<file path="src/rtl/riscv_ex_pipeline_if.sv">
// Handshake bundle between decode (ID/EX) and the MEM/WB side of the execute buffer.
// The slave modport is the stage itself. The master modport is whatever drives it.
interface riscv_ex_pipeline_if #(
    parameter int DATA_W = 32
);
    logic              id_ex_rdy;
    logic              id_ex_ack;
    logic [DATA_W-1:0] id_ex_data;
    logic              mem_wb_rdy;
    logic              mem_wb_ack;
    logic [DATA_W-1:0] mem_wb_data;

    modport slave (
        input  id_ex_rdy, id_ex_data, mem_wb_ack,
        output id_ex_ack, mem_wb_rdy, mem_wb_data
    );

    modport master (
        output id_ex_rdy, id_ex_data, mem_wb_ack,
        input  id_ex_ack, mem_wb_rdy, mem_wb_data
    );
endinterface

</file>
<file path="src/rtl/riscv_ex_pipeline.sv">
// Execute-stage elastic buffer: a DEPTH-entry circular FIFO that passes words in order.
// Both handshake outputs come only from registered state.
module riscv_ex_pipeline #(
    parameter int DATA_W = 32,
    parameter int DEPTH  = 2,
    parameter int CNT_W  = 5
) (
    input  logic                     clk,
    input  logic                     rstn,
    riscv_ex_pipeline_if.slave       bus
);
    localparam int             PTR_W = (DEPTH > 1) ? $clog2(DEPTH) : 1;
    localparam logic [CNT_W-1:0] FULL  = CNT_W'(DEPTH);
    localparam logic [PTR_W-1:0] LAST  = PTR_W'(DEPTH - 1);

    logic [DATA_W-1:0] entry [DEPTH];
    logic [PTR_W-1:0]  wp, rp;
    logic [CNT_W-1:0]  count;
    logic              accept, pop;

    assign bus.id_ex_ack   = (count != FULL);
    assign bus.mem_wb_rdy  = (count != '0);
    assign bus.mem_wb_data = entry[rp];

    assign accept = bus.id_ex_rdy && bus.id_ex_ack;
    assign pop    = bus.mem_wb_rdy && bus.mem_wb_ack;

    always_ff @(posedge clk or negedge rstn) begin
        if (!rstn) begin
            for (int i = 0; i < DEPTH; i++) entry[i] <= '0;
        end else if (accept) begin
            entry[wp] <= bus.id_ex_data;
        end
    end

    // Pointers wrap explicitly so DEPTH does not have to be a power of two.
    always_ff @(posedge clk or negedge rstn) begin
        if (!rstn) begin
            wp <= '0;
            rp <= '0;
        end else begin
            if (accept) wp <= (wp == LAST) ? '0 : wp + 1'b1;
            if (pop)    rp <= (rp == LAST) ? '0 : rp + 1'b1;
        end
    end

    always_ff @(posedge clk or negedge rstn) begin
        if (!rstn) begin
            count <= '0;
        end else if (accept && !pop) begin
            count <= count + 1'b1;
        end else if (pop && !accept) begin
            count <= count - 1'b1;
        end
    end

    a_no_overflow: assert property (@(posedge clk) disable iff (!rstn)
        count <= FULL);
    a_no_underflow: assert property (@(posedge clk) disable iff (!rstn)
        !(pop && !accept && count == '0));

endmodule

</file>
<file path="src/flat_wrapper.sv">
// flat-port wrapper written by rule: the top's interface ports become plain ports
module riscv_ex_pipeline_flat 
#(
    parameter int DATA_W = 32,
    parameter int DEPTH  = 2,
    parameter int CNT_W  = 5
)
  (clk, rstn, bus_id_ex_rdy, bus_id_ex_data, bus_mem_wb_ack, bus_id_ex_ack, bus_mem_wb_rdy, bus_mem_wb_data);
  riscv_ex_pipeline_if #(.DATA_W(DATA_W)) bus_i ();
  input  logic clk;
  input  logic rstn;
  input wire logic [$bits(bus_i.id_ex_rdy)-1:0] bus_id_ex_rdy;
  input wire logic [$bits(bus_i.id_ex_data)-1:0] bus_id_ex_data;
  input wire logic [$bits(bus_i.mem_wb_ack)-1:0] bus_mem_wb_ack;
  output wire logic [$bits(bus_i.id_ex_ack)-1:0] bus_id_ex_ack;
  output wire logic [$bits(bus_i.mem_wb_rdy)-1:0] bus_mem_wb_rdy;
  output wire logic [$bits(bus_i.mem_wb_data)-1:0] bus_mem_wb_data;
  assign bus_i.id_ex_rdy = bus_id_ex_rdy;
  assign bus_i.id_ex_data = bus_id_ex_data;
  assign bus_i.mem_wb_ack = bus_mem_wb_ack;
  assign bus_id_ex_ack = bus_i.id_ex_ack;
  assign bus_mem_wb_rdy = bus_i.mem_wb_rdy;
  assign bus_mem_wb_data = bus_i.mem_wb_data;
  riscv_ex_pipeline #(.DATA_W(DATA_W), .DEPTH(DEPTH), .CNT_W(CNT_W)) u_core (.clk(clk), .rstn(rstn), .bus(bus_i));
endmodule
</file>
<file path="config.mk">
export PLATFORM = sky130hd
export DESIGN_NAME = riscv_ex_pipeline_flat
export DESIGN_NICKNAME = d
export VERILOG_FILES = /design/src/rtl/riscv_ex_pipeline_if.sv /design/src/rtl/riscv_ex_pipeline.sv /design/src/flat_wrapper.sv
export SDC_FILE = /design/constraint.sdc
export NUM_CORES = 1
export LEC_CHECK = 0
export CAP_MARGIN = 20
export CORE_MARGIN = 4
export CORE_UTILIZATION = 53
export CTS_BUF_LIST = sky130_fd_sc_hd__clkbuf_2 sky130_fd_sc_hd__clkbuf_4 sky130_fd_sc_hd__clkbuf_8
export DETAILED_ROUTE_END_ITERATION = 7
export PLACE_DENSITY = 0.82
export SETUP_SLACK_MARGIN = 0.2
export SLEW_MARGIN = 20
export SYNTH_ARGS = -nofsm -noshare
export SYNTH_HDL_FRONTEND = slang
export SYNTH_SLANG_ARGS = --single-unit
</file>
<file path="constraint.sdc">
create_clock -name clk -period 4 [get_ports clk]
set_clock_uncertainty 0.1 [all_clocks]
set_input_delay 0.8 -clock clk [delete_from_list [all_inputs] [get_ports clk]]
set_output_delay 0.8 -clock clk [all_outputs]
set_load 0.05 [all_outputs]
</file>
Yosys cells after proc, flatten, opt, wreduce, memory -nomap -nowiden
Index checks and enable logic that the tools add are counted.

$add $sub $neg: 4. $mul: 0. Divide/modulo/power cells: 0. $lt $le $gt $ge: 3. Eq/ne operators: 1. Shift-type cells: 0. Muxes and demuxes: 10. Bitwise logic cells: 2. Reduce and logical (&&, ||, !) cells: 9.

Operator list (count): 2-to-1 mux 32 bit (4); bitwise mux 64 bit (1); demux 32 bit (select 1 bit) (1); 2-to-1 mux 5 bit (2); adder 5 x 1 -> 5 bit, second input constant (1); logical AND 1 bit (5); != test 5 x 2 -> 1 bit, second input constant (1); nonzero test 5 bit (1); subtractor 5 x 1 -> 5 bit, second input constant (1); >= comparator 2 bit, second input constant (2); inverter 1 -> 2 bit (2); adder 1 bit, second input constant (2); zero test 1 bit (2); less-than comparator 2 x 1 -> 1 bit, second input constant (1); 2-to-1 mux 1 bit (2); nonzero test 2 bit (1).

Flip-flop bits (word level): 71. Bits in latches: 0. Memory bits (writable): 0. Bits in read-only memories: 0. Bits of input ports: 36. Output and inout bits: 34. Word-level logic and storage cells: 34. Memories: 0.

Logic depth before layout (Yosys ltp)
Depth after elaboration: 6. Gate-level depth with buffers: 8. Depth with buffers taken out: 8.

Worst setup path before layout
Ideal clock, no wire load.

Path kind: reg2reg. Start: register u_core.count[0]. End: register u_core.count[4]. Setup time: 0.131 ns. Data arrival time: 2.638 ns. Data required time: 3.769 ns. Slack: 1.131 ns. Stages on the path, launching flop included: 9. Buffers on the path: 0. Clock period less this slack: 2.869 ns. Cells stage by stage: dfrtp_1 or4_2 o21ai_2 ha_1 inv_1 ha_1 or4_1 o211ai_1 o211ai_1.

Word-level cells in the longest chain between the ends: 5. Elaborated cells between the ends (all ways): 13. Classes of those cells: add/sub (2); eq/ne (1); mux (2); reduce/logical (8).

RTL lines: start, declared (RTL line riscv_ex_pipeline.sv:18) `logic [CNT_W-1:0] count;`; start signal, assigned (RTL line riscv_ex_pipeline.sv:51) `count <= count + 1'b1;`; start signal, assigned (RTL line riscv_ex_pipeline.sv:53) `count <= count - 1'b1;`; branches (longest 5 deep; another with subtractor 5 x 1 -> 5 bit).

Several ways; the timed one is not identified. The select of a mux whose other input is x is not followed. A chain may end at the register's enable or synchronous reset.

Worst setup path in the final report
Start: register u_core.count[0]. End: output port bus_mem_wb_rdy.

Word-level cells in the longest chain between the ends: 1.

RTL lines: nonzero test 5 bit (RTL line riscv_ex_pipeline.sv:22) `assign bus.mem_wb_rdy = (count != '0);`; end, declared (RTL line flat_wrapper.sv:16) `output wire logic [$bits(bus_i.mem_wb_rdy)-1:0] bus_mem_wb_rdy;`.

No other way between the ends.

==> impl_metrics.py <==
metrics = {
    "sta": {
        "slew_violations": 0,
        "fmax_mhz": 313.9,
        "slew_headroom": 0.4932,
        "period_minus_slack_ns": 3.186,
        "final-setup-viol-count": 0,
        "tightest_slew_ns": 0.7602,
        "fin_setup_tns_ns": 0,
        "rsz0062_at_grt": "false",
        "hold_viol": 0,
        "period_share": 0.7965,
    },
    "synth": {
        "ys_types": 30,
        "yosys.area.top_type_share": 0.5032,
        "seq_area_frac_synth": 0.5032,
        "ys_warn_count": 0,
        "synth_cells": 222,
        "synth_edf_count": 0,
        "syn_area_sq_mm": 0.003531,
        "yosys-top-cells-area": "dfrtp_1 (50%), mux2_4 (26%), mux2_2 (12%)",
        "synth_ff_type": "dfrtp_1",
        "async_flop_share": 1.000,
        "synth.avg_cell_area_sq_um": 15.90,
        "yosys_register_bits": 71,
        "yosysTopAreaCell": "dfrtp_1",
        "synth_nets": 263,
    },
    "cts": {
        "htree_levels": 3,
        "post-cts-setup-buffers": 0,
        "cts_max_path_buffers": 2,
        "cts_sinks": 71,
        "clk_latency_ns": 0.34,
        "root_buffer": "clkbuf_8",
        "cts_buffers": 9,
        "clk_pin_slew_ns": 0.07,
        "cts.repair.resized": 0,
        "cts_tree": "yes",
        "cts_hold_buffers": 0,
    },
    "critical_path": {
        "crit_chain": "nor4_4 > or2b_1 > clkdlybuf4s50_1",
        "worstPathRequired_ns": 3.10,
        "crit_family": "simple AND/OR/NAND/NOR gates",
        "crit_path_end_kind": "output port",
        "critPathKind": "flop to output port",
        "critPathSlowestCell": "clkdlybuf4s50_1",
        "cp.arrival_ns": 2.29,
        "path_max_fanout": 5,
        "cp-start-kind": "flop",
        "slowest_delay_ns": 0.70,
        "critPathBufInv": 1,
    },
    "grt": {
        "grt_use_met3": 0.04471,
        "grt_pass1_vias": 2190,
        "grt_max_degree": 39,
        "use_met1": 0.2506,
        "grt_usage": 0.1803,
        "grt-ovfl-total": 0,
        "grt_pass1_wl_um": 10740,
        "grtUsageMet2": 0.2666,
        "antenna_found_initial": 0,
        "busiest_layer": "met2",
    },
    "floorplan": {
        "core_sq_mm": 0.006422,
        "floorplan.rows": 29,
        "ios": 70,
        "dieArea_sq_mm": 0.008032,
        "die_y_um": 89.62,
        "die-width_um": 89.62,
        "initial_utilization": 0.5498,
    },
    "route": {
        "wl_per_cell_um": 17.39,
        "route.detailed.drc": 0,
        "drt_first_pass_iters": 4,
        "vias": 2027,
        "via_per_inst": 5.362,
        "totalWireLength_um": 6572,
        "drtAntennaViolNets": 0,
        "drtIter0Drc": 81,
    },
    "run_status": {
        "outcome": "finished clean",
    },
    "min_path": {
        "hp-class": "flop to flop",
    },
    "finish": {
        "drive_above_1_share": 0.4120,
        "syn2layout_area_growth_pct": 26.65,
        "final_nets": 337,
        "diodes": 0,
        "fillers": 439,
    },
    "placement": {
        "hpwl_um": 4399,
        "port_buffers": 69,
        "finalWeightedCongestion": 0.8808,
    },
    "run": {
        "drv_cap": 0,
    },
}
[cells in the mapped netlist, types with 2 or more instances]
cell type / instances
ha_1: 4
or4_1: 2
o211ai_1: 2
dfrtp_1: 71
nor3b_1: 2
clkbuf_1: 4
mux2_4: 60
nand3_1: 3
o21ai_0: 2
a21oi_4: 2
nand2_1: 4
buf_6: 6
a21oi_1: 4
inv_1: 2
xnor2_1: 3
mux2_2: 37
[layout make-up]
class / instances / area (sq um) / share of cell area
Inverter: 2 / 7.507 / 0.001679
Tap cell: 77 / 96.34 / 0.02154
Timing Repair Buffer: 74 / 723.2 / 0.1617
Clock buffer: 11 / 151.4 / 0.03386
Sequential cell: 71 / 1777 / 0.3973
Clock inverter: 5 / 56.30 / 0.01259
Multi-Input combinational cell: 138 / 1660 / 0.3713
[per-stage QoR]
step	std cells	setup slack [ns]	hold slack, ns	util	area (sq um)
6_report	378	0.8142	0.3948	0.6963	4472
5_1_grt	378	0.7212	0.4153	0.6963	4472
3_3_place_gp	362	0.6934	0.3712	0.6639	4264
3_5_place_dp	362	0.6208	0.3859	0.6639	4264
4_1_cts	378	0.7736	0.3984	0.6963	4472
2_1_floorplan	222	1.131	0.3548	-	3531
[logic make-up (layout without fill, tap and decap cells)]
| family | count (synthesis) | in the layout | share of synthesized area |
|---|---|---|---|
| adder cells (fa/ha/maj) | 5 | 5 | 0.01984 |
| buffers and inverters | 13 | 92 | 0.02657 |
| AO/OA/AOI/OAI | 13 | 13 | 0.02977 |
| AND/OR/NAND/NOR | 18 | 18 | 0.03472 |
| multiplexers | 98 | 98 | 0.3760 |
| flip-flops | 71 | 71 | 0.5032 |
| XOR/XNOR | 4 | 4 | 0.009924 |
[state kept, by name (all words and copies together) (netlist names)]
name and cells:
u_core.count 5, u_core.rp 1, u_core.wp 1, u_core.entry 64
[cells in the final DEF (no fill, tap or decap), types with 2 or more instances in the layout]
cell type         n
dfrtp_1          71
clkdlybuf4s50_1  68
mux2_4           60
mux2_2           37
clkbuf_8         11
buf_4             5
nand2_1           4
a21oi_1           4
ha_1              4
nand3_1           3
xnor2_1           3
inv_1             2
a21oi_4           2
nor3b_1           2
o21ai_0           2
or4_1             2
o211ai_1          2
clkinv_2          2
[routing by layer]
layer / vias up / part of all wire
li1: 949 / -
met1: 1015 / 0.46
met2: 52 / 0.46
met3: 11 / 0.054
met4: 0 / 0.019
met5: - / 0
[worst paths after layout]
path | slack, ns | endpoint | depth (start not counted) | startpoint
setup / recovery | 0.81 | bus_mem_wb_rdy | 3 | u_core.count[0]
max in group asynchronous | 2.42 | u_core.entry[46] | 2 | rstn
setup reg to reg | 0.94 | u_core.count[4] | 8 | u_core.count[0]
hold reg to reg | 0.39 | u_core.wp | 1 | u_core.wp
min in group asynchronous | 0.43 | u_core.entry[38] | 1 | rstn
hold / removal | 0.39 | u_core.wp | 1 | u_core.wp
Power is left out: the tool's default activity adds up to more than one toggle a clock period on the data nets, which glitch-free logic cannot reach.
==> variant 1, RTL diff (same flow settings) <==
`CNT_W` is set to 5 in 2 places; all go to 7.
--- a/src/rtl/riscv_ex_pipeline.sv
+++ b/src/rtl/riscv_ex_pipeline.sv
@@ -3,7 +3,7 @@
 module riscv_ex_pipeline #(
     parameter int DATA_W = 32,
     parameter int DEPTH  = 2,
-    parameter int CNT_W  = 5
+    parameter int CNT_W  = 7
 ) (
     input  logic                     clk,
     input  logic                     rstn,
--- a/src/flat_wrapper.sv
+++ b/src/flat_wrapper.sv
@@ -3,7 +3,7 @@
 #(
     parameter int DATA_W = 32,
     parameter int DEPTH  = 2,
-    parameter int CNT_W  = 5
+    parameter int CNT_W  = 7
 )
   (clk, rstn, bus_id_ex_rdy, bus_id_ex_data, bus_mem_wb_ack, bus_id_ex_ack, bus_mem_wb_rdy, bus_mem_wb_data);
   riscv_ex_pipeline_if #(.DATA_W(DATA_W)) bus_i ();
Formal check against the unedited RTL: no difference found for any inputs over 10 cycles, from zero or initial values and one cycle with rstn low; that may be too few to reach the edited logic, so the function may still have changed.
==> variant 1 against the unedited design <==
Cell area is 3.7% higher; synthesized cell count is 7.2% higher; routed wire length is 6.3% higher; maximum frequency is 4.4% higher; sequential cell count is 2 higher; worst setup slack better by 0.13 ns; highest routed layer unchanged; hold slack worse by 0.033 ns; critical path type is now reg -> reg; die area is 4.4% higher; area after synthesis is 4.8% higher.
Power is not shown: default switching activity piles up to over one toggle a cycle in this logic, so the estimate is an artifact.
==> variant 1: results <==
# TYPE chip_impl_metric gauge
chip_impl_metric{name="final_layout_size_suffix_gt1_share",unit="%"} 38.73
chip_impl_metric{name="placed_cells_incl_taps",unit=""} 395
chip_impl_metric{name="via_count_of_the_first_global_routing_pass",unit=""} 2355
chip_impl_metric{name="vias",unit=""} 2160
chip_impl_metric{name="synth.lib_cells_used.distinct",unit=""} 33
chip_impl_metric{name="synthesis.area_per_instance",unit="µm²"} 15.55
chip_impl_metric{name="crit_arrival",unit="ns"} 3.17
chip_impl_metric{name="met2RoutedLength",unit="mm"} 3.354
chip_impl_metric{name="dpl.hpwl",unit="mm"} 4.712
chip_impl_metric{name="postLayoutSetupSlackWorst",unit="ns"} 0.9474
chip_impl_info{name="crit_end",value="u_core.count[6]$_DFFE_PN0P_"} 1
chip_impl_metric{name="worst_slew_margin_rel",unit="%"} 57.43
chip_impl_metric{name="detailedPlace.worstSlack",unit="ns"} 0.6581
chip_impl_metric{name="crit_path_max_fanout",unit=""} 6
chip_impl_metric{name="worst_r2r_path_depth",unit=""} 10
chip_impl_metric{name="synth-seq-area-share",unit="%"} 49.37
chip_impl_metric{name="detail_route.vias_per_cell",unit=""} 5.255
chip_impl_metric{name="routed_wire_length_per_instance",unit="µm"} 17.00
chip_impl_metric{name="drt-initial-drc-count",unit=""} 57
chip_impl_metric{name="hold_slack",unit="ns"} 0.3614
chip_impl_metric{name="placement.cell_area",unit="µm²"} 4420
chip_impl_metric{name="gp_congestion",unit=""} 0.8676
chip_impl_info{name="reg.largest.list",value="u_core.entry: 64 flops, u_core.count: 7 flops"} 1
chip_impl_metric{name="largest_net_degree_at_the_start_of_global_routing",unit=""} 74
chip_impl_info{name="outcome",value="complete, no violations"} 1
chip_impl_metric{name="dr_wl_met3",unit="µm"} 365
variant 1: critical path: stages, from the launching register on:
cell and delay (ns):
dfrtp_1 0.45, nor2_2 0.25, nand3_1 0.13, o21ai_0 0.40, ha_1 0.31, inv_1 0.16, fa_1 0.45, a211oi_1 0.29
or3_1 0.15, o211ai_1 0.09, xor2_1 0.16
variant 1: final cells by class:
type	instances	area, µm²
clock buffers	9	123.9
inverters	4	15.01
repair buffers	74	735.7
clock inverters	7	95.09
well taps	96	120.1
flip-flops and latches	73	1827
fillers	480	2155
multi-input cells	148	1723
variant 1: logic make-up after synthesis:
group                    share of synthesized area, %
AND/OR/NAND/NOR                                 3.145
AO/OA/AOI/OAI                                   3.585
multiplexers                                    35.61
flip-flops                                      49.37
XOR/XNOR                                        1.657
adder cells (fa/ha/maj)                         2.570
buffers and inverters                           4.058
variant 1: layer usage:
layer	vias to the layer above	GRT usage [%]
met5	-	0
met4	0	8.166
met3	17	4.888
met2	66	28.24
met1	1083	23.21
li1	994	-
==> variant 2, RTL diff (same settings) <==
Without the edit above. Make the reset (`rstn`) synchronous in 3 clocked blocks.
--- a/src/rtl/riscv_ex_pipeline.sv
+++ b/src/rtl/riscv_ex_pipeline.sv
@@ -25,7 +25,7 @@
     assign accept = bus.id_ex_rdy && bus.id_ex_ack;
     assign pop    = bus.mem_wb_rdy && bus.mem_wb_ack;
 
-    always_ff @(posedge clk or negedge rstn) begin
+    always_ff @(posedge clk) begin
         if (!rstn) begin
             for (int i = 0; i < DEPTH; i++) entry[i] <= '0;
         end else if (accept) begin
@@ -34,7 +34,7 @@
     end
 
     // Pointers wrap explicitly so DEPTH does not have to be a power of two.
-    always_ff @(posedge clk or negedge rstn) begin
+    always_ff @(posedge clk) begin
         if (!rstn) begin
             wp <= '0;
             rp <= '0;
@@ -44,7 +44,7 @@
         end
     end
 
-    always_ff @(posedge clk or negedge rstn) begin
+    always_ff @(posedge clk) begin
         if (!rstn) begin
             count <= '0;
         end else if (accept && !pop) begin
Behaviour: differs if rstn is asserted again (counterexample within 4 cycles, from zero or initial values and one cycle with rstn low); with rstn held inactive, the same outputs for 10 cycles.
==> variant 2 against the unedited design <==
Worst setup slack improved by 0.21 ns; synthesized cell count increased by 1.4%; cell area decreased by 3.5%; routed wire length decreased by 7.0%; area after synthesis decreased by 5.6%; global-route usage decreased by 0.61 points; sequential cell count increased by 1.
==> variant 2: results <==
# TYPE chip_impl_metric gauge
chip_impl_metric{name="routed_wl",unit="mm"} 6.109
chip_impl_metric{name="vias",unit=""} 1929
chip_impl_info{name="outcome",value="complete, no violations"} 1
chip_impl_metric{name="max_slew.worst_pin.slew",unit="ns"} 0.6947
chip_impl_info{name="min_delay_worst_endpoint",value="u_core.count[4]$_SDFFE_PN0P_"} 1
chip_impl_metric{name="crit_path_max_fanout",unit=""} 4
chip_impl_info{name="critical-path-top-delay-family",value="buffers and inverters"} 1
chip_impl_metric{name="largest_net_degree_at_the_start_of_global_routing",unit=""} 33
chip_impl_info{name="regToRegEndpoint",value="u_core.count[4]$_SDFFE_PN0P_"} 1
chip_impl_metric{name="final_layout_size_suffix_gt1_share",unit="%"} 22.85
chip_impl_metric{name="synth_compound_gate_area_share",unit="%"} 1.840
chip_impl_metric{name="layout.comb_gates.multi_input",unit=""} 139
chip_impl_info{name="hp-start",value="u_core.count[4]$_SDFFE_PN0P_"} 1
chip_impl_metric{name="timing.hold.worst_path_depth",unit=""} 2
chip_impl_metric{name="grtUsageMet1",unit="%"} 20.11
chip_impl_metric{name="synth-xor-area-share",unit="%"} 1.051
chip_impl_metric{name="drt-initial-drc-count",unit=""} 111
chip_impl_metric{name="grtUsageMet3",unit="%"} 3.784
chip_impl_metric{name="clockNetworkAreaShare",unit="%"} 5.538
chip_impl_metric{name="grt.total_usage",unit="%"} 17.42
chip_impl_metric{name="nonClkBufAreaFrac",unit="%"} 16.99
chip_impl_metric{name="r2r_slack",unit="ns"} 1.38
chip_impl_metric{name="postLayoutSetupSlackWorst",unit="ns"} 1.029
chip_impl_metric{name="synth-seq-area-share",unit="%"} 62.49
chip_impl_info{name="startpoint",value="u_core.count[4]$_SDFFE_PN0P_"} 1
chip_impl_metric{name="grt_first_pass_wirelength",unit="mm"} 9.887
chip_impl_metric{name="crit_arrival",unit="ns"} 2.07
chip_impl_metric{name="synthMuxAreaShare",unit="%"} 11.42
chip_impl_metric{name="post_synth_fa_ha_maj_area_fraction",unit="%"} 2.103
==> variant 2: cell types whose count changed in the layout (fill, tap and decap cells not counted), sizes merged, moves of 4 or more <==
cell and change:
a21oi -4, mux2 -65, and2 +69, edfxtp +64, dfrtp -71, dfxtp +8
==> variant 2: report_power, final <==
| part | leakage (nW) | internal [mW] | switching [mW] | total, mW |
|---|---|---|---|---|
| Sequential | 0.747 | 0.976 | 0.0610 | 1.04 |
| Combinational | 0.806 | 0.540 | 0.826 | 1.37 |
| Clock | 0.121 | 0.419 | 0.263 | 0.682 |
==> variant 2: per-stage QoR <==
step | cell area [µm²] | hold WS (ns) | instances
final | 4315 | 0.4457 | 377
after global routing | 4315 | 0.4557 | 377
after CTS | 4315 | 0.4398 | 377
after detailed placement | 4076 | 0.4283 | 361
after global placement | 4076 | 0.3953 | 361
after floorplan | 3332 | 0.3652 | 225
==> variant 2: layer usage <==
metal	routed length, µm	up-vias
met5	0	-
li1	-	945
met1	2460	919
met4	155	0
met2	3197	52
met3	296	13
